===== config.mk =====
export PLATFORM = sky130hd
export DESIGN_NAME = dual_issue_scheduler_flat
export DESIGN_NICKNAME = d
export VERILOG_FILES = /design/src/rtl/dual_issue_scheduler_if.sv /design/src/rtl/dual_issue_scheduler.sv /design/src/flat_wrapper.sv
export SDC_FILE = /design/constraint.sdc
export NUM_CORES = 1
export LEC_CHECK = 0
export BUFFER_PORTS_ARGS = -buffer_cell sky130_fd_sc_hd__buf_4
export CORE_AREA = 2 2 136 138
export DETAILED_ROUTE_END_ITERATION = 6
export DIE_AREA = 0 0 138 140
export GPL_ROUTABILITY_DRIVEN = 0
export PLACE_DENSITY = 0.81
export SKIP_CTS_REPAIR_TIMING = 1
export SYNTH_ARGS = -nofsm -noshare
export SYNTH_HDL_FRONTEND = slang
export SYNTH_SLANG_ARGS = --single-unit

===== constraint.sdc =====
create_clock -name clk1 -period 4.26 [get_ports clk1]
set_input_delay 0.852 -clock clk1 [delete_from_list [all_inputs] [get_ports clk1]]
set_output_delay 0.852 -clock clk1 [all_outputs]
set_load 0.005 [all_outputs]

===== src/rtl/dual_issue_scheduler_if.sv =====
// Fetch-to-issue bus of the dual-issue scheduler: the fetched pair with its
// handshake and flush, the two issue lanes, and the stall counter.
interface dual_issue_scheduler_if #(
  parameter int STALL_W = 16
);
  logic               fetch_valid;
  logic [31:0]        fetch_ir0;
  logic [31:0]        fetch_ir1;
  logic               fetch_ready;
  logic               flush;
  logic               issue0_valid;
  logic [31:0]        issue0_ir;
  logic               issue1_valid;
  logic [31:0]        issue1_ir;
  logic [STALL_W-1:0] stall_count;

  // Fetch / front-end side.
  modport master (
    output fetch_valid, fetch_ir0, fetch_ir1, flush,
    input  fetch_ready, issue0_valid, issue0_ir, issue1_valid, issue1_ir,
           stall_count
  );

  // Scheduler side.
  modport slave (
    input  fetch_valid, fetch_ir0, fetch_ir1, flush,
    output fetch_ready, issue0_valid, issue0_ir, issue1_valid, issue1_ir,
           stall_count
  );
endinterface


===== src/rtl/dual_issue_scheduler.sv =====
// Dual-issue scheduler: buffers one aligned fetch pair and issues 0, 1 or 2
// instructions per cycle, splitting on intra-pair hazards, the shared memory
// port and slot-0 control flow, and stalling on load-use via a scoreboard.

// Per-slot decoder: destination/source registers and class flags.
// A register number of 0 means "none" for both dst and sources.
module dis_decode (
  input  logic [31:0] ir,
  output logic [4:0]  dst,
  output logic [4:0]  src0,
  output logic [4:0]  src1,
  output logic        is_lw,
  output logic        is_mem,
  output logic        is_ctrl
);
  localparam logic [5:0] OP_LW = 6'b010000;
  localparam logic [5:0] OP_SW = 6'b010001;
  localparam logic [5:0] OP_J  = 6'b100000;

  logic [5:0] op;
  logic [4:0] rs, rt, rd;
  logic       unused_ok;

  assign op = ir[31:26];
  assign rs = ir[25:21];
  assign rt = ir[20:16];
  assign rd = ir[15:11];
  assign unused_ok = ^ir[10:0];

  // Class decode; anything unlisted (including NOP) reads and writes nothing.
  always_comb begin
    dst     = '0;
    src0    = '0;
    src1    = '0;
    is_lw   = 1'b0;
    is_mem  = 1'b0;
    is_ctrl = 1'b0;
    if (op[5:3] == 3'b000) begin
      dst  = rd;
      src0 = rs;
      src1 = rt;
    end else if (op[5:3] == 3'b001) begin
      dst  = rt;
      src0 = rs;
    end else if (op == OP_LW) begin
      dst    = rt;
      src0   = rs;
      is_lw  = 1'b1;
      is_mem = 1'b1;
    end else if (op == OP_SW) begin
      src0   = rs;
      src1   = rt;
      is_mem = 1'b1;
    end else if (op[5:3] == 3'b011) begin
      src0    = rs;
      src1    = rt;
      is_ctrl = 1'b1;
    end else if (op == OP_J) begin
      is_ctrl = 1'b1;
    end
  end
endmodule

module dual_issue_scheduler #(
  parameter int LOAD_LAT = 1,
  parameter int STALL_W  = 16
) (
  input logic                   clk1,
  input logic                   reset,
  dual_issue_scheduler_if.slave bus
);
  localparam int          CNT_W = $clog2(LOAD_LAT + 1);
  localparam logic [31:0] NOP   = {6'b111111, 26'd0};

  typedef enum logic [1:0] {
    S_EMPTY = 2'd0,
    S_PAIR  = 2'd1,
    S_ONE   = 2'd2
  } state_e;

  state_e                 state_q, state_d;
  logic [31:0]            buf0_q, buf0_d;
  logic [31:0]            buf1_q, buf1_d;
  logic                   iss0_v_q, iss0_v_d;
  logic [31:0]            iss0_ir_q, iss0_ir_d;
  logic                   iss1_v_q, iss1_v_d;
  logic [31:0]            iss1_ir_q, iss1_ir_d;
  logic [31:0][CNT_W-1:0] cnt_q, cnt_d;
  logic [STALL_W-1:0]     stall_q, stall_d;

  // Slot 0 decodes the buffer head, slot 1 the younger instruction.
  logic [1:0][31:0] slot_ir;
  logic [1:0][4:0]  dst, src0, src1;
  logic [1:0]       is_lw, is_mem, is_ctrl;
  logic [1:0]       src_blk;
  logic [31:0]      blk_vec;

  logic head_go, pair_ok, drain, accept, raw, waw;

  assign slot_ir[0] = (state_q == S_ONE) ? buf1_q : buf0_q;
  assign slot_ir[1] = buf1_q;

  genvar g;
  generate
    for (g = 0; g < 2; g++) begin : g_dec
      dis_decode u_dec (
        .ir      (slot_ir[g]),
        .dst     (dst[g]),
        .src0    (src0[g]),
        .src1    (src1[g]),
        .is_lw   (is_lw[g]),
        .is_mem  (is_mem[g]),
        .is_ctrl (is_ctrl[g])
      );
      assign src_blk[g] = blk_vec[src0[g]] | blk_vec[src1[g]];
    end
  endgenerate

  // Per-register "load in flight" view of the scoreboard; R0 never blocks.
  always_comb begin
    blk_vec = '0;
    for (int r = 1; r < 32; r++) blk_vec[r] = (cnt_q[r] != '0);
  end

  // Issue decision, pairing rules and fetch handshake.
  always_comb begin
    raw     = (dst[0] != 5'd0) && ((src0[1] == dst[0]) || (src1[1] == dst[0]));
    waw     = (dst[0] != 5'd0) && (dst[1] == dst[0]);
    head_go = (state_q != S_EMPTY) && !bus.flush && !src_blk[0];
    pair_ok = (state_q == S_PAIR) && head_go && !raw && !waw &&
              !(is_mem[0] && is_mem[1]) && !is_ctrl[0] && !src_blk[1];
    drain   = ((state_q == S_PAIR) && pair_ok) || ((state_q == S_ONE) && head_go);
    bus.fetch_ready = !bus.flush && ((state_q == S_EMPTY) || drain);
    accept  = bus.fetch_valid && bus.fetch_ready;
  end

  // Buffer FSM next state; a refill overrides whatever the drain left behind.
  always_comb begin
    state_d = state_q;
    buf0_d  = buf0_q;
    buf1_d  = buf1_q;
    if (bus.flush) begin
      state_d = S_EMPTY;
    end else begin
      case (state_q)
        S_PAIR:  if (head_go) state_d = pair_ok ? S_EMPTY : S_ONE;
        S_ONE:   if (head_go) state_d = S_EMPTY;
        default: state_d = S_EMPTY;
      endcase
      if (accept) begin
        state_d = S_PAIR;
        buf0_d  = bus.fetch_ir0;
        buf1_d  = bus.fetch_ir1;
      end
    end
  end

  // Registered issue lanes; an idle lane carries the NOP encoding.
  always_comb begin
    iss0_v_d  = head_go;
    iss0_ir_d = head_go ? slot_ir[0] : NOP;
    iss1_v_d  = pair_ok;
    iss1_ir_d = pair_ok ? buf1_q : NOP;
  end

  // Load scoreboard: an issuing LW arms its destination, others count down.
  always_comb begin
    cnt_d = cnt_q;
    for (int r = 1; r < 32; r++) begin
      if ((head_go && is_lw[0] && (dst[0] == 5'(r))) ||
          (pair_ok && is_lw[1] && (dst[1] == 5'(r))))
        cnt_d[r] = CNT_W'(LOAD_LAT);
      else if (cnt_q[r] != '0)
        cnt_d[r] = cnt_q[r] - 1'b1;
    end
    cnt_d[0] = '0;
  end

  // Saturating stall counter: buffered head held back by a pending load.
  always_comb begin
    stall_d = stall_q;
    if ((state_q != S_EMPTY) && !bus.flush && src_blk[0] && (stall_q != '1))
      stall_d = stall_q + 1'b1;
  end

  // State register.
  always_ff @(posedge clk1 or negedge reset) begin
    if (!reset) begin
      state_q   <= S_EMPTY;
      buf0_q    <= NOP;
      buf1_q    <= NOP;
      iss0_v_q  <= 1'b0;
      iss0_ir_q <= NOP;
      iss1_v_q  <= 1'b0;
      iss1_ir_q <= NOP;
      cnt_q     <= '0;
      stall_q   <= '0;
    end else begin
      state_q   <= state_d;
      buf0_q    <= buf0_d;
      buf1_q    <= buf1_d;
      iss0_v_q  <= iss0_v_d;
      iss0_ir_q <= iss0_ir_d;
      iss1_v_q  <= iss1_v_d;
      iss1_ir_q <= iss1_ir_d;
      cnt_q     <= cnt_d;
      stall_q   <= stall_d;
    end
  end

  assign bus.issue0_valid = iss0_v_q;
  assign bus.issue0_ir    = iss0_ir_q;
  assign bus.issue1_valid = iss1_v_q;
  assign bus.issue1_ir    = iss1_ir_q;
  assign bus.stall_count  = stall_q;
endmodule


===== src/flat_wrapper.sv =====
// flat-port wrapper written by rule: the top's interface ports become plain ports
module dual_issue_scheduler_flat 
#(
  parameter int LOAD_LAT = 1,
  parameter int STALL_W  = 16
)
  (clk1, reset, bus_fetch_valid, bus_fetch_ir0, bus_fetch_ir1, bus_flush, bus_fetch_ready, bus_issue0_valid, bus_issue0_ir, bus_issue1_valid, bus_issue1_ir, bus_stall_count);
  dual_issue_scheduler_if #(.STALL_W(STALL_W)) bus_i ();
  input logic clk1;
  input logic reset;
  input wire logic [$bits(bus_i.fetch_valid)-1:0] bus_fetch_valid;
  input wire logic [$bits(bus_i.fetch_ir0)-1:0] bus_fetch_ir0;
  input wire logic [$bits(bus_i.fetch_ir1)-1:0] bus_fetch_ir1;
  input wire logic [$bits(bus_i.flush)-1:0] bus_flush;
  output wire logic [$bits(bus_i.fetch_ready)-1:0] bus_fetch_ready;
  output wire logic [$bits(bus_i.issue0_valid)-1:0] bus_issue0_valid;
  output wire logic [$bits(bus_i.issue0_ir)-1:0] bus_issue0_ir;
  output wire logic [$bits(bus_i.issue1_valid)-1:0] bus_issue1_valid;
  output wire logic [$bits(bus_i.issue1_ir)-1:0] bus_issue1_ir;
  output wire logic [$bits(bus_i.stall_count)-1:0] bus_stall_count;
  assign bus_i.fetch_valid = bus_fetch_valid;
  assign bus_i.fetch_ir0 = bus_fetch_ir0;
  assign bus_i.fetch_ir1 = bus_fetch_ir1;
  assign bus_i.flush = bus_flush;
  assign bus_fetch_ready = bus_i.fetch_ready;
  assign bus_issue0_valid = bus_i.issue0_valid;
  assign bus_issue0_ir = bus_i.issue0_ir;
  assign bus_issue1_valid = bus_i.issue1_valid;
  assign bus_issue1_ir = bus_i.issue1_ir;
  assign bus_stall_count = bus_i.stall_count;
  dual_issue_scheduler #(.LOAD_LAT(LOAD_LAT), .STALL_W(STALL_W)) u_core (.clk1(clk1), .reset(reset), .bus(bus_i));
endmodule

# After elaboration in Yosys (flattened, before gate mapping)
# Index checks and enable logic that the tools add are counted.
[word_totals]
reg_bits = 179
inputBits = 68
out_inout_bits = 83
wordCells = 411
[classes]
n_addsub = 32
magnitude_cmp = 4
eq_ne = 79
muxes = 125
bitwise_logic = 3
n_reduce_logical = 129
[ops]
columns = ["cell", "n"]
rows = [
  ["5-bit == test, second input constant", 32],
  ["5-bit 2-to-1 mux", 26],
  ["32-bit 2-to-1 mux", 3],
  ["1-bit 2-to-1 mux", 86],
  ["1-bit logical AND", 81],
  ["5-bit by 4-bit == test with 1-bit output, second input constant", 16],
  ["5-bit by 3-bit == test with 1-bit output, second input constant", 8],
  ["1-bit logical OR", 34],
  ["1-bit subtractor, second input constant", 31],
  ["6-bit by 5-bit == test with 1-bit output, second input constant", 4],
  ["5-bit by 6-bit less-than comparator with 1-bit output, second input constant", 4],
  ["1-bit binary-select mux with 5-bit select", 4],
  ["5-bit by 2-bit == test with 1-bit output, second input constant", 4],
  ["16-bit by 1-bit adder with 16-bit output, second input constant", 1],
  ["16-bit != test, second input constant", 1],
  ["5-bit == test", 3],
  ["5-bit by 1-bit == test with 1-bit output, second input constant", 2],
  ["2-bit 2-to-1 mux", 5],
  ["4-bit by 2-bit != test with 1-bit output, second input constant", 2],
  ["1-bit zero test", 7],
  ["3-bit by 1-bit == test with 1-bit output, second input constant", 2],
  ["3-bit by 2-bit == test with 1-bit output, second input constant", 2],
  ["6-bit == test, second input constant", 1],
  ["3-bit zero test", 2],
  ["other kinds (9)", 11],
]

# Depth between registers and ports, before layout
# Gate-level depths: netlist of the first run.
[logic_depth]
ltp_word = 26
mapped_depth = 16
mapped_depth_nobuf = 12

# Hierarchy
# A second synthesis of the first run with hierarchy kept.
[unflattened]
cells_unflattened = 730
area_unflattened_um2 = 9073.7
[modules_own_cells]
columns = ["mod", "instances", "cells_per_inst", "area_each_um2", "seq_area_each_um2"]
rows = [
  ["dual_issue_scheduler", 1, 660, 8530.7, 4509.3],
  ["dis_decode", 2, 35, 271.5, 0.0],
]

# Least setup slack after synthesis of the first run
# OpenSTA, ideal clock, no wires.
[synth_path]
path_type = "reg2out"
from = "register u_core.state_q[0]"
to = "output port bus_fetch_ready"
t_arrival_ns = 2.653
required_time_ns = 3.408
slack_ns = 0.755
stages_incl_launch_ff = 12
path_buffers = 1
path_cell_list = "dfrtp_1 -> and2b_4 -> buf_6 -> mux2i_1 -> mux2i_1 -> o2111ai_1 -> a221o_1 -> o211ai_2 -> nand2_1 -> nor4_2 -> nor2_1 -> nor2_1"
[synth_between]
elab_chain_cells = 23
elab_cells_between_ends = 65
classes_between = "eq/ne (10); mux (28); bitwise (1); reduce/logical (26)"
[synth_rtl]
columns = ["item", "line_no", "rtl"]
rows = [
  ["from (decl)", "dual_issue_scheduler.sv:81", "state_e state_q, state_d;"],
  ["from (signal assigned)", "dual_issue_scheduler.sv:199", "state_q <= state_d;"],
  ["2-bit == test", "dual_issue_scheduler.sv:100, dual_issue_scheduler.sv:132", ""],
  ["32-bit 2-to-1 mux", "dual_issue_scheduler.sv:100", "assign slot_ir[0] = (state_q == S_ONE) ? buf1_q : buf0_q;"],
  ["3-bit by 2-bit == test with 1-bit output", "dual_issue_scheduler.sv:54", "end else if (op[5:3] == 3'b011) begin"],
  ["5-bit 2-to-1 mux", "dual_issue_scheduler.sv:54", ""],
  ["5-bit 2-to-1 mux", "dual_issue_scheduler.sv:50", "end else if (op == OP_SW) begin"],
  ["5-bit 2-to-1 mux", "dual_issue_scheduler.sv:45", "end else if (op == OP_LW) begin"],
  ["5-bit 2-to-1 mux", "dual_issue_scheduler.sv:42", "end else if (op[5:3] == 3'b001) begin"],
  ["5-bit 2-to-1 mux", "dual_issue_scheduler.sv:38", "if (op[5:3] == 3'b000) begin"],
  ["[3 not listed]", "n/a", ""],
  ["1-bit zero test", "dual_issue_scheduler.sv:129", "head_go = (state_q != S_EMPTY) && !bus.flush && !src_blk[0];"],
  ["1-bit logical AND", "dual_issue_scheduler.sv:129", ""],
  ["1-bit logical AND (4 in series)", "dual_issue_scheduler.sv:130", "pair_ok = (state_q == S_PAIR) && head_go && !raw && !waw &&"],
  ["1-bit logical AND (2 in series)", "dual_issue_scheduler.sv:131", "!(is_mem[0] && is_mem[1]) && !is_ctrl[0] && !src_blk[1];"],
  ["1-bit logical AND", "dual_issue_scheduler.sv:132", "drain = ((state_q == S_PAIR) && pair_ok) || ((state_q == S_ONE) && head_go);"],
  ["1-bit logical OR", "dual_issue_scheduler.sv:132", ""],
  ["1-bit logical OR (*)", "dual_issue_scheduler.sv:133", "bus.fetch_ready = !bus.flush && ((state_q == S_EMPTY) || drain);"],
  ["1-bit logical AND (*)", "dual_issue_scheduler.sv:133", ""],
  ["to (decl)", "flat_wrapper.sv:15", "output wire logic [$bits(bus_i.fetch_ready)-1:0] bus_fetch_ready;"],
]
# Mark *: on every way between the ends. The rest lies on a longest branch, timed or not. The select of a mux whose other input is x is not followed.

# Final worst setup path of the first run
# Same ends and word-level chain as after synthesis.

==> flow_results.org, run 1 <==
** Worst setup path
- Kind of start point of the critical path :: flop
- Crit Path Category :: flop to primary output
- Critical Path, Cell by Cell :: and2b_4 > mux2i_4 > mux2i_1 > o2111ai_1 > a221o_1 > o211ai_2 > nand2_2 > nor4_4 > nor2_1 > nor2_1 > buf_4
- Maximum net fanout on the critical path :: 7
- The worst setup path is captured at a primary output.
- Critical path's largest stage delay :: 450 ps
- Critical path required time :: 3410 ps
- Among cell families on the critical path, the largest total delay comes from simple AND/OR/NAND/NOR gates.
- Critical path arrival :: 3450 ps
- Cell repeated most along the worst path :: nor2_1
- Slowest cell on the critical path :: dfrtp_2
- Worst path bufs/invs :: 1

** Clock tree
- Maximum buffer depth of the clock tree :: 2
- Clock-pin slew was measured on the worst setup and hold paths at ~90 ps.
- The clock net in this run drives a total of 179 sinks.
- The root buffer cell chosen for the clock tree is clkbuf_16.
- Counting the buffers created by CTS gives 17.
- TritonCTS built the clock tree.
- CTS H-Tree Depth :: 4
- Insertion delay to the later sink of the worst-skew pair :: 450 ps

** Power
- In this run the power spent charging and discharging nets is 0.003044 W.
- Register share of total power :: 0.348
- Leakage :: 5.430 nW
- The worst-case IR drop observed on VDD is roughly 420 µV.
- Share of total power consumed by net switching :: 0.4104
- Combinational share of power :: 0.438
- Pint :: 0.004372 W
- Clock network fraction of total power :: 0.214
- Dividing total power by cell area gives a power density of ~610 nW/µm².

** Yosys
- Number of nets in the synthesized netlist :: 971
- Top flip-flop cell by instance count after synthesis :: dfrtp_1
- Post-synthesis sequential area ratio :: 0.4644
- Synthesis handed over a netlist of 902 instances.
- Synth warnings :: 0
- In this run the mean area of a mapped cell was 10.77 µm².
- Flops & latches, synth :: 179
- Yosys top cell area share :: 0.3994
- The cell area that synthesis handed to floorplanning was between 9000 and 10000 µm².
- Share of synthesized registers carrying an async set or reset :: 1.000
- Summed over all instances, the cell type with the most area after synthesis is dfrtp_1.
- In this run, synthesis inferred 0 flip-flops with an integrated enable.
- Sorting the synthesized cells by area gives the leading types as dfrtp_1 (40%), mux2_4 (7.6%), dfstp_2 (6.5%), nand2_1 (3.4%), mux2_2 (3.0%).
- Library cell with the highest instance count after synthesis :: dfrtp_1
- Synth cell types :: between 80 and 90
- Top cell types by occurrence after synthesis :: dfrtp_1 (155), nand2_1 (87), mux2_4 (49), nor2_1 (49), a21oi_1 (45)

** Placement
- Placed cells :: 1259
- Half-perimeter wire length after detailed placement :: 20.59 mm
- Number of port buffers :: 150

** Status
- Outcome :: finished with violations
- Failing checks :: design-rule violations, negative setup slack

** Cells and area
- Util after Layout :: 0.6795
- The number of antenna diodes in the final layout is 0.
- Nets :: roughly 1100
- From synthesis to final layout, the design area changed by 24.40%.
- In the final layout, the share of cells above drive strength 1 is 0.3699.
- Fill cell count :: 1300
- The count of cells in the finished layout, fillers not included, comes to about 1300.

** Timing
- Setup repair after global routing missed its margin :: true
- The clock arrives with 25.93 ps of skew.
- Final count of negative-setup-slack endpoints :: 1
- Post-route fraction of the period consumed by the critical path :: 1.009
- FMAX :: 232.6 MHz
- The smallest clock period supported by the final layout is computed as 4299 ps.
- Slew Limit Headroom :: 0.4732
- Hold Violations, Final :: 0
- Final-report max-slew violation count :: 0
- Hold timing on the final database bottoms out at a slack of 469.6 ps.
- For the pin with the worst max-slew slack, the measured transition is 786.7 ps.
- In the post-route analysis, the smallest setup slack over all paths is -38.99 ps.

** Floorplanning
- The core region is 17780 µm².
- Vert. Die Dim :: 140 µm
- Area enclosed by the die boundary :: a little under 20000 µm²
- Initial standard-cell utilization of the core :: 0.5462
- 151 I/O pins were placed.
- Chip width :: between 100 and 150 µm
- Placement Rows :: 49

** Detailed routing
- Average detailed-routed wire length per instance :: 22.95 µm
- First-pass detailed-route iteration total :: 7
- DRC :: 15
- The routed layout has approximately 8600 vias.
- In the routed layout, each cell is associated on average with a via count of 6.608.
- Once detail routing completed, the nets flagged for antenna violations numbered 0.
- After detailed routing, the total wire length is about 30 mm.
- Number of DRC markers after the initial detailed-route iteration :: 1302

** Global route
- Tot GR Track Use :: 0.2973
- Wire length of the first global-routing pass :: 45.31 mm
- Total grt overflow :: 0
- The number of antenna violations at the first check in global routing came to 1.
- Entering global routing, the biggest net connects 89 pins.
- Via count of the first global-routing pass :: slightly above 8000

** Hold path
- The min-delay analysis places its worst path in the category primary input to async pin.

** Job
- The tool flagged a number of max-cap violations equal to 0.
[worst paths after layout]
check                                                         end  slack (ps)                              startpoint  cells after the start
max                                               bus_fetch_ready         -40           u_core.state_q[0]$_DFFE_PN0P_                     11
min                             u_core.bus.issue0_ir[0]$_DFF_PN0_         470                                   reset                      1
max reg2reg                           u_core.blk_vec[1]$_DFF_PN0_         390           u_core.buf1_q[21]$_DFFE_PN0P_                     12
min reg2reg                u_core.bus.stall_count[10]$_DFFE_PN0P_         500  u_core.bus.stall_count[10]$_DFFE_PN0P_                      1
max in group asynchronous           u_core.buf0_q[26]$_DFFE_PN1P_        2860                                   reset                      2
min in group clk1          u_core.bus.stall_count[10]$_DFFE_PN0P_         500  u_core.bus.stall_count[10]$_DFFE_PN0P_                      1
[power by group through the flow]
| stage | clock (W) | combinational [W] | sequential, W |
|---|---|---|---|
| floorplan | 0 | 0.00214 | 0.00231 |
| global placement | 0 | 0.00283 | 0.00253 |
| detailed placement | 0 | 0.00288 | 0.00255 |
| CTS | 0.00160 | 0.00291 | 0.00253 |
| global route | 0.00167 | 0.00342 | 0.00261 |
| finish | 0.00158 | 0.00325 | 0.00258 |
[worst register-to-register path, cell delays in order (launching register included)]
cell,delay (ps)
dfrtp_1,650
mux2_2,400
a221o_1,340
nand3_1,90
a31oi_1,50
a311oi_1,410
a2111oi_2,100
a311o_1,340
nor3_1,290
nand2_1,200
inv_2,250
nand3_1,360
o22ai_1,290
[layout by cell type (no fill, tap or decap), types with 4 or more instances in the layout]
| cell type | Yosys | final |
|---|---|---|
| and3_1 | 13 | 13 |
| a22oi_1 | 6 | 6 |
| mux2_4 | 49 | 52 |
| and2_1 | 30 | 28 |
| a2111oi_0 | 5 | 4 |
| clkinv_8 | 0 | 6 |
| nor4_1 | 7 | 6 |
| nor2b_1 | 8 | 8 |
| mux2i_2 | 1 | 6 |
| dfstp_2 | 24 | 23 |
| nand4_1 | 11 | 11 |
| o211ai_1 | 8 | 8 |
| dfrtp_2 | 0 | 4 |
| dfrtp_1 | 155 | 151 |
| mux2_2 | 26 | 23 |
| mux4_2 | 11 | 11 |
| nand2b_1 | 22 | 21 |
| o21ai_0 | 25 | 25 |
| buf_12 | 0 | 4 |
| a21oi_1 | 45 | 42 |
| o31ai_1 | 4 | 4 |
| nor3b_1 | 4 | 4 |
| nor2_1 | 49 | 45 |
| xnor2_1 | 15 | 15 |
| mux2i_1 | 27 | 21 |
| or3_1 | 7 | 7 |
| nor2_2 | 1 | 5 |
| nand3_1 | 30 | 30 |
| a221o_1 | 4 | 4 |
| inv_1 | 15 | 15 |
| nor3_1 | 10 | 10 |
| clkbuf_16 | 0 | 20 |
| nand3b_1 | 6 | 6 |
| buf_4 | 2 | 190 |
| a211oi_1 | 13 | 11 |
| a31oi_1 | 11 | 11 |
| nand2_1 | 87 | 85 |
| o22ai_1 | 36 | 36 |
[cells by family (layout without fill, tap and decap cells)]
logic type	Yosys count	in the layout	synth area share
compound gates	209	209	0.1514
fa+ha+maj	1	1	0.001288
xor+xnor	18	18	0.01624
flops	179	179	0.4644
simple gates	304	304	0.1649
mux	115	115	0.1618
buf+inv	76	250	0.03994
[per-layer routing]
| layer | track usage | share of wire | vias to the layer above |
|---|---|---|---|
| met5 | 0 | 0.00047 | - |
| li1 | - | - | 3652 |
| met3 | 0.08137 | 0.12 | 170 |
| met1 | 0.4057 | 0.39 | 4144 |
| met4 | 0.1096 | 0.043 | 2 |
| met2 | 0.4594 | 0.45 | 655 |
[registers in the layout (all words and copies together) (netlist names)]
signal	count
u_core.blk_vec	31
u_core.bus.issue0_valid	1
u_core.bus.stall_count	16
u_core.bus.issue0_ir	32
u_core.bus.issue1_valid	1
u_core.state_q	2
u_core.bus.issue1_ir	32
u_core.buf0_q	32
u_core.buf1_q	32
[per-stage QoR]
stage / setup TNS [ps] / instance area [µm²] / setup WS, ps / power (W)
after global placement: 0 / 11140 / 197.3 / 0.005367
after global routing: -164.8 / 12080 / -164.8 / 0.007705
final: -38.99 / 12080 / -38.99 / 0.007416
after CTS: -362.2 / 11750 / -362.2 / 0.007035
after detailed placement: 0 / 11140 / 122.1 / 0.005431
after floorplan: 0 / 9711 / 754.6 / 0.004456
[area by class of cell]
| type | count | area (µm²) | share of cell area |
|---|---|---|---|
| Clock inverter | 15 | 188.9 | 0.01564 |
| Multi-Input combinational cell | 647 | 4979 | 0.4121 |
| Sequential cell | 179 | 4518 | 0.3740 |
| Tap cell | 229 | 286.5 | 0.02372 |
| Timing Repair Buffer | 200 | 1615 | 0.1337 |
| Clock buffer | 17 | 425.4 | 0.03522 |
| Inverter | 18 | 67.56 | 0.005593 |
No activity file was read; power rests on OpenSTA's default activity.
==> inputs of run 2 (changes only) <==
Settings changed: SKIP_LAST_GASP set to 1.
==> run 2 against run 1 <==
The flow finishes with violations (negative setup slack). Wire length is 0.10% higher. Register-to-register slack hardly changed. Die area stayed put. Setup slack better by 8.5 ps. Count of clock-buffer cells in the layout stayed put. Flip-flop and latch count stayed put. Final area is 0.13% lower. Via count is 0.68% higher. Highest routed layer unchanged.
==> flow_results.org, run 2 (same netlist as run 1, synthesis figures left out) <==
** Placement
- Half-perimeter wire length after detailed placement :: 20.59 mm (unchanged)
- Number of port buffers :: 150 (unchanged)

** Timing
- Final count of negative-setup-slack endpoints :: 1 (unchanged)
- Worst clock skew :: 26.19 ps (was 25.93 ps)
- The final critical path time including I/O delays and setup was 4291 ps (was 4299 ps).
- Total Neg Setup Slack :: -30.52 ps (was -38.99 ps)
- The max-slew violation count was 0 (unchanged).
- FMAX :: 233.1 MHz (was 232.6 MHz)
- PnR worst setup slack :: -30.52 ps (was -38.99 ps)
- The measured slew at the worst slew-check pin came to 802.8 ps (was 786.7 ps).
- Hold Violations, Final :: 0 (unchanged)
- Slew Limit Headroom :: 0.4648 (was 0.4732)
- The fraction of the cycle the final worst path needs was 1.007 (was 1.009).
- Setup repair after global routing missed its margin: true (unchanged).

** Global route
- The global-route usage over all layers came to 0.2973 (unchanged).
- Antenna violations before repair :: 1 (unchanged)
- The first-pass GRT wire length is 45.31 mm (unchanged).
- The via count of the first global-routing pass was 8235 (unchanged).
- The maximum number of pins on one net before global-route repair was 89 (unchanged).
- Total grt overflow :: 0 (unchanged)

** Detailed routing
- Top sig layer :: met5 (unchanged)
- The remaining number of nets flagged by the antenna check after routing is 0 (unchanged).
- Routed length on met1 :: 11.60 mm (was 11.63 mm)
- DRC :: 0 (was 15)
- The post-detailed-route via-to-cell ratio is 6.653 (was 6.608).
- Average detailed-routed wire length per instance :: 22.98 µm (was 22.95 µm)
- The routed length on met3 is 3.775 mm (was 3.660 mm).
- The final wirelength is 29.98 mm (was 29.95 mm).
- The via total after detailed routing came to 8682 (was 8623).
- The number of DRC markers after the initial detailed-route iteration was 1306 (was 1302).
- Met2 routed wirelength :: 13.32 mm (was 13.36 mm)
- The iteration count of the initial detailed-routing pass was 7 (unchanged).

** Cells and area
- The combined flip-flop and latch cell area is 4517 µm² (was 4518 µm²).
- Most common cell after layout, fill and taps aside :: buf_4 (unchanged)
- Total area of multi-input combinational cells :: 4967 µm² (was 4979 µm²)
- Most used cells in the layout excluding fill and tap cells :: buf_4 (191), dfrtp_1 (152), nand2_1 (85) (was buf_4 (190), dfrtp_1 (151), nand2_1 (85))
- The final antenna diode count came to 0 (unchanged).
- The fraction of final layout cells with drive strength greater than 1 came to 0.3680 (was 0.3699).
- The share of the core filled with cells in the final layout came to 0.6785 (was 0.6795).
- Nets :: 1132 (unchanged)
- Fill cell count :: 1306 (was 1300)
- Post-synthesis to final-layout area growth :: 24.24% (was 24.40%)

** Floorplanning
- The core outline area was 17780 µm² (unchanged).
- Number of ports placed on the die boundary :: 151 (unchanged)
- Area enclosed by the die boundary :: 19320 µm² (unchanged)
- The vertical die dimension came to 140 µm (unchanged).
- Placement Rows :: 49 (unchanged)
- Initial standard-cell utilization of the core :: 0.5462 (unchanged)
- The die width was 138 µm (unchanged).

** Status
- Outcome: finished with violations (unchanged).
- Failing checks :: negative setup slack (was design-rule violations, negative setup slack)

** Clock tree
- The deepest level of the CTS H-tree was 4 (unchanged).
- CTS clk-pin slew, worst paths :: 90 ps (about the same)
- The root buffer selected by CTS is clkbuf_16 (unchanged).
- The CTS sink count came to 179 (unchanged).
- The latest clock arrival within the worst-skew pair is 450 ps (about the same).
- The number of buffers between clock root and the deepest sink came to 2 (unchanged).
- CTS tree :: done (unchanged)
- The number of buffers added by the clock tree synthesis step was 17 (unchanged).

** Worst setup path
- The first element of the critical path is u_core.state_q[0]$_DFFE_PN0P_ (unchanged).
- The endpoint arrival time on the critical path was 3440 ps (was 3450 ps).
- Kind of start point of the critical path :: flop (unchanged)
- Critical Path, Cell by Cell :: nand2b_4 > buf_4 > mux2_2 > and3_1 > or2_4 > nor4_1 > a21oi_2 > a211oi_2 > nor4_4 > nor2_1 > nor2_1 > buf_4 (was and2b_4 > mux2i_4 > mux2i_1 > o2111ai_1 > a221o_1 > o211ai_2 > nand2_2 > nor4_4 > nor2_1 > nor2_1 > buf_4)
- Slowest cell on the critical path :: mux2_2 (was dfrtp_2)
- Startpoint of the lowest-slack register-to-register path :: u_core.buf1_q[31]$_DFFE_PN1P_ (was u_core.buf1_q[21]$_DFFE_PN0P_)
- The data required time at the worst endpoint came to 3410 ps (about the same).
- The type of element capturing the critical path is a primary output (unchanged).
- The class of the most critical setup path is flop to primary output (unchanged).
- The stage delay of the slowest cell on the critical path is 440 ps (was 450 ps).
- The largest fanout on the critical path is 8 (was 7).

** Job
- Max cap viols :: 0 (unchanged)

** Power
- The power density over the cells was 613.1 nW/µm² (was 613.9 nW/µm²).
- The leakage power was 5.420 nW (was 5.430 nW).
- The worst IR drop on VDD is 419.3 µV (was 421.9 µV).

** Hold path
- The worst min-delay path category is primary input to async pin (unchanged).
[run 2: changes by cell type in the layout (fill, tap and decap cells not counted)]
cell and delta:
mux2_2 +2, mux2_4 -2, buf_4 +1, buf_6 -1, dfrtp_1 +1, dfrtp_2 -1
mux2i_1 +1, mux2i_2 -1
[run 2: layer usage]
metal | global-route usage | vias up
met3 | 0.08137 | 163
met5 | 0 | -
li1 | - | 3647
met4 | 0.1096 | 2
met1 | 0.4057 | 4172
met2 | 0.4594 | 698
[run 2: worst max-delay path: cells and delay by family, from the launching register on]
family	cells	cell delay, ps
compound gates	2	450
buf+inv	2	300
flops	1	430
mux	1	440
simple gates	7	1380
[run 2: power breakdown]
| group | internal, W | switching, W |
|---|---|---|
| sequential | 0.00208 | 0.000498 |
| clock | 0.000798 | 0.000783 |
| combinational | 0.00148 | 0.00175 |
[run 2: through the flow]
stage               power, W  setup WS [ps]  hold WS, ps  cells  area (µm²)
global placement    0.005367          197.3        479.3   1259       11140
detailed placement  0.005431          122.1        487.7   1259       11140
global route        0.007688         -164.8        518.5   1305       12060
finish              0.007396         -30.52        459.9   1305       12060
floorplan           0.004456          754.6        470.8    902        9711
CTS                 0.007035         -362.2        485.8   1291       11750
[run 2: area by class of cell]
type / count / area share
sequential: 179 / 0.3744
timing repair buffer: 200 / 0.1336
multi-input combinational: 647 / 0.4117
clock buffer: 17 / 0.03526
clock inverter: 15 / 0.01566
tap: 229 / 0.02375
inverter: 18 / 0.005600
[run 2: path summary, 6_finish.rpt]
kind / to / slack [ps] / cells past startpoint
max in group asynchronous: u_core.buf0_q[26]$_DFFE_PN1P_ / 2840 / 2
max reg2reg: u_core.blk_vec[8]$_DFF_PN0_ / 380 / 12
min reg2reg: u_core.bus.stall_count[10]$_DFFE_PN0P_ / 500 / 1
min: u_core.bus.issue0_ir[0]$_DFF_PN0_ / 460 / 1
min in group clk1: u_core.bus.stall_count[10]$_DFFE_PN0P_ / 500 / 1
max: bus_fetch_ready / -30 / 12
==> inputs of run 3 (changes only) <==
Settings changed: BUFFER_PORTS_ARGS -buffer_cell sky130_fd_sc_hd__buf_4 to -buffer_cell sky130_fd_sc_hd__buf_2, CORE_AREA 2 2 136 138 to 2 2 157 121, DIE_AREA 0 0 138 140 to 0 0 159 123, PLACE_DENSITY 0.81 to 0.8, REMOVE_ABC_BUFFERS set to 1.
==> run 3 against run 2 <==
The flow now finishes without violations. Utilization down 1.4 points. Worst hold slack better by 6.2 ps. Final cell count up 3.4%. Global-route usage down 0.24 points. Largest cell class unchanged.
==> flow_results.org, run 3 (same netlist as run 1, synthesis figures left out) <==
** Detailed routing
- The iteration count of the initial detailed-routing pass is 6 (was 7).
- Final ANT Viol Nets :: 0 (unchanged)
- The post-detailed-route via-to-cell ratio was 6.523 (was 6.653).
- The post-route DRC violation count is 0 (unchanged).
- The post-detailed-route wirelength per cell came to 22.36 µm (was 22.98 µm).
- The number of DRC markers after the initial detailed-route iteration is 1496 (was 1306).
- The via total after detailed routing was 8800 (was 8682).
- Final WL :: 30.16 mm (was 29.98 mm)

** Global route
- The first-pass GRT wire length is 44.53 mm (was 45.31 mm).
- Antenna violations before repair :: 1 (unchanged)
- Total grt overflow :: 0 (unchanged)
- The maximum number of pins on one net before global-route repair was 82 (was 89).
- Tot GR Track Use :: 0.2949 (was 0.2973)
- Via count of the first global-routing pass :: 7888 (was 8235)

** Worst setup path
- Critical path's largest stage delay :: 420 ps (was 440 ps)
- The critical path launch point type was a flop (unchanged).
- CP Capture Type :: primary output (unchanged)
- Crit Path Category :: flop to primary output (unchanged)
- The worst-path cell with the longest stage delay was dfrtp_2 (was mux2_2).
- Critical Path, Cell by Cell: nand2b_4 > buf_12 > mux2i_1 > nand2b_1 > nand2_2 > a32o_1 > a221o_1 > a211oi_2 > nor4_4 > nor2_2 > nor2_1 > buf_2 (was nand2b_4 > buf_4 > mux2_2 > and3_1 > or2_4 > nor4_1 > a21oi_2 > a211oi_2 > nor4_4 > nor2_1 > nor2_1 > buf_4).
- The largest fanout on the critical path was 19 (was 8).
- Critical path required time :: 3410 ps (about the same)
- Critical path arrival :: 3370 ps (was 3440 ps)

** Power
- The power after layout was 0.007668 W (was 0.007396 W).
- The leakage power is 5.455 nW (was 5.420 nW).
- Power per Cell Area :: 638.7 nW/µm² (was 613.1 nW/µm²)
- Worst vdd ir :: 286.0 µV (was 419.3 µV)

** Cells and area
- Most used cells in the layout excluding fill and tap cells: buf_2 (150), dfrtp_1 (149), nand2_1 (84) (was buf_4 (191), dfrtp_1 (152), nand2_1 (85)).
- Area of all sequential standard cells :: 4517 µm² (unchanged)
- Final non-filler cell area :: 12010 µm² (was 12060 µm²)
- Fill cell count :: 1352 (was 1306)
- The area used by multi-input combinational logic came to 5111 µm² (was 4967 µm²).
- The non-filler instance count after layout is 1349 (was 1305).
- The final antenna diode count came to 0 (unchanged).
- Nets :: 1158 (was 1132)
- Post-synthesis to final-layout area growth :: 23.63% (was 24.24%)
- Most common cell after layout, fill and taps aside :: buf_2 (was buf_4)
- The fraction of final layout cells with drive strength greater than 1 is 0.3920 (was 0.3680).

** Job
- The number of max-cap violations is 0 (unchanged).

** Clock tree
- The clock edge transition at the registers on the reported setup and hold paths came to 70 ps (was 90 ps).
- Insertion delay to the later sink of the worst-skew pair :: 440 ps (was 450 ps)
- Clk sinks :: 179 (unchanged)
- Cell at the root of the clock tree :: clkbuf_16 (unchanged)
- CTS tree :: done (unchanged)
- The number of buffers added by the clock tree synthesis step is 17 (unchanged).
- Maximum buffer depth of the clock tree :: 2 (unchanged)
- The deepest level of the CTS H-tree is 4 (unchanged).

** Timing
- Post-route fraction of the period consumed by the critical path :: 0.9921 (was 1.007)
- The number of hold violations in the final report was 0 (unchanged).
- Fin crit period :: 4226 ps (was 4291 ps)
- Slew Limit Headroom :: 0.4906 (was 0.4648)
- The slack of the critical path is 33.84 ps (was -30.52 ps).
- Final-report max-slew violation count :: 0 (unchanged)
- FMAX :: 236.6 MHz (was 233.1 MHz)
- Final count of negative-setup-slack endpoints :: 0 (was 1)
- The measured slew at the worst slew-check pin is 764.1 ps (was 802.8 ps).
- The worst clock skew on the final layout came to 14.83 ps (was 26.19 ps).

** Floorplanning
- The number of cell rows was 43 (was 49).
- The overall die area is 19560 µm² (was 19320 µm²).
- Chip width :: 159 µm (was 138 µm)
- Initial standard-cell utilization of the core :: 0.5372 (was 0.5462)
- The count of pins on the block boundary is 151 (unchanged).
- The vertical die dimension was 123 µm (was 140 µm).
- Placeable core region :: 18080 µm² (was 17780 µm²)

** Placement
- The setup slack after placement was 262.4 ps (was 122.1 ps).
- Total cell area at the placement stage :: 10820 µm² (was 11140 µm²)
- Half-perimeter wire length after detailed placement :: 19.96 mm (was 20.59 mm)
- Placed cells :: 1281 (was 1259)
- The port buffer count was 150 (unchanged).

** Status
- Outcome: finished, final reports clean (was finished with violations).

** Hold path
- The worst min-delay path category was primary input to async pin (unchanged).
-- run 3: path summary, 6_finish.rpt --
check	cells past startpoint	slack, ps	start	to
setup / recovery	12	30	u_core.state_q[0]$_DFFE_PN0P_	bus_fetch_ready
hold / removal	1	470	reset	u_core.bus.issue0_ir[23]$_DFF_PN0_
setup reg to reg	13	450	u_core.state_q[0]$_DFFE_PN0P_	u_core.buf0_q[19]$_DFFE_PN0P_
hold reg to reg	1	490	u_core.bus.stall_count[10]$_DFFE_PN0P_	u_core.bus.stall_count[10]$_DFFE_PN0P_
max in group asynchronous	2	2850	reset	u_core.bus.issue1_ir[26]$_DFF_PN1_
min in group clk1	1	490	u_core.bus.stall_count[10]$_DFFE_PN0P_	u_core.bus.stall_count[10]$_DFFE_PN0P_
-- run 3: layout make-up --
cell class              instances  area share
flip-flops and latches        179      0.3762
clock inverters                11     0.01063
repair buffers                223      0.1182
well taps                     247     0.02574
clock buffers                  21     0.03752
inverters                      18    0.005941
multi-input cells             650      0.4257
-- run 3: metal layers --
metal	up-vias	GRT usage	part of all wire	wire, µm
li1	3695	-	-	-
met1	4179	0.4249	0.41	12250
met2	788	0.4272	0.41	12510
met3	138	0.08219	0.14	4276
met4	0	0.1102	0.037	1124
met5	-	0	0	0
-- run 3: worst max-delay path: cells and delay by family (launching register included) --
family | cells | cell delay (ps)
flip-flops | 1 | 420
multiplexers | 1 | 410
buffers and inverters | 2 | 300
AND/OR/NAND/NOR | 6 | 820
AO/OA/AOI/OAI | 3 | 970
-- run 3: metrics by stage --
step / utilization / hold WS, ps / setup TNS (ps)
6_report: 0.6641 / 466.1 / 0
5_1_grt: 0.6641 / 506.1 / -78.28
4_1_cts: 0.6304 / 474.9 / -208.4
3_5_place_dp: 0.5984 / 477.1 / 0
3_3_place_gp: 0.5984 / 470.8 / 0
2_1_floorplan: - / 470.8 / -240260
-- run 3: where the power goes --
part,total (W),internal (W),switching [W]
Clock,0.00156,0.000884,0.000678
Sequential,0.00254,0.00208,0.000458
Combinational,0.00356,0.00159,0.00197
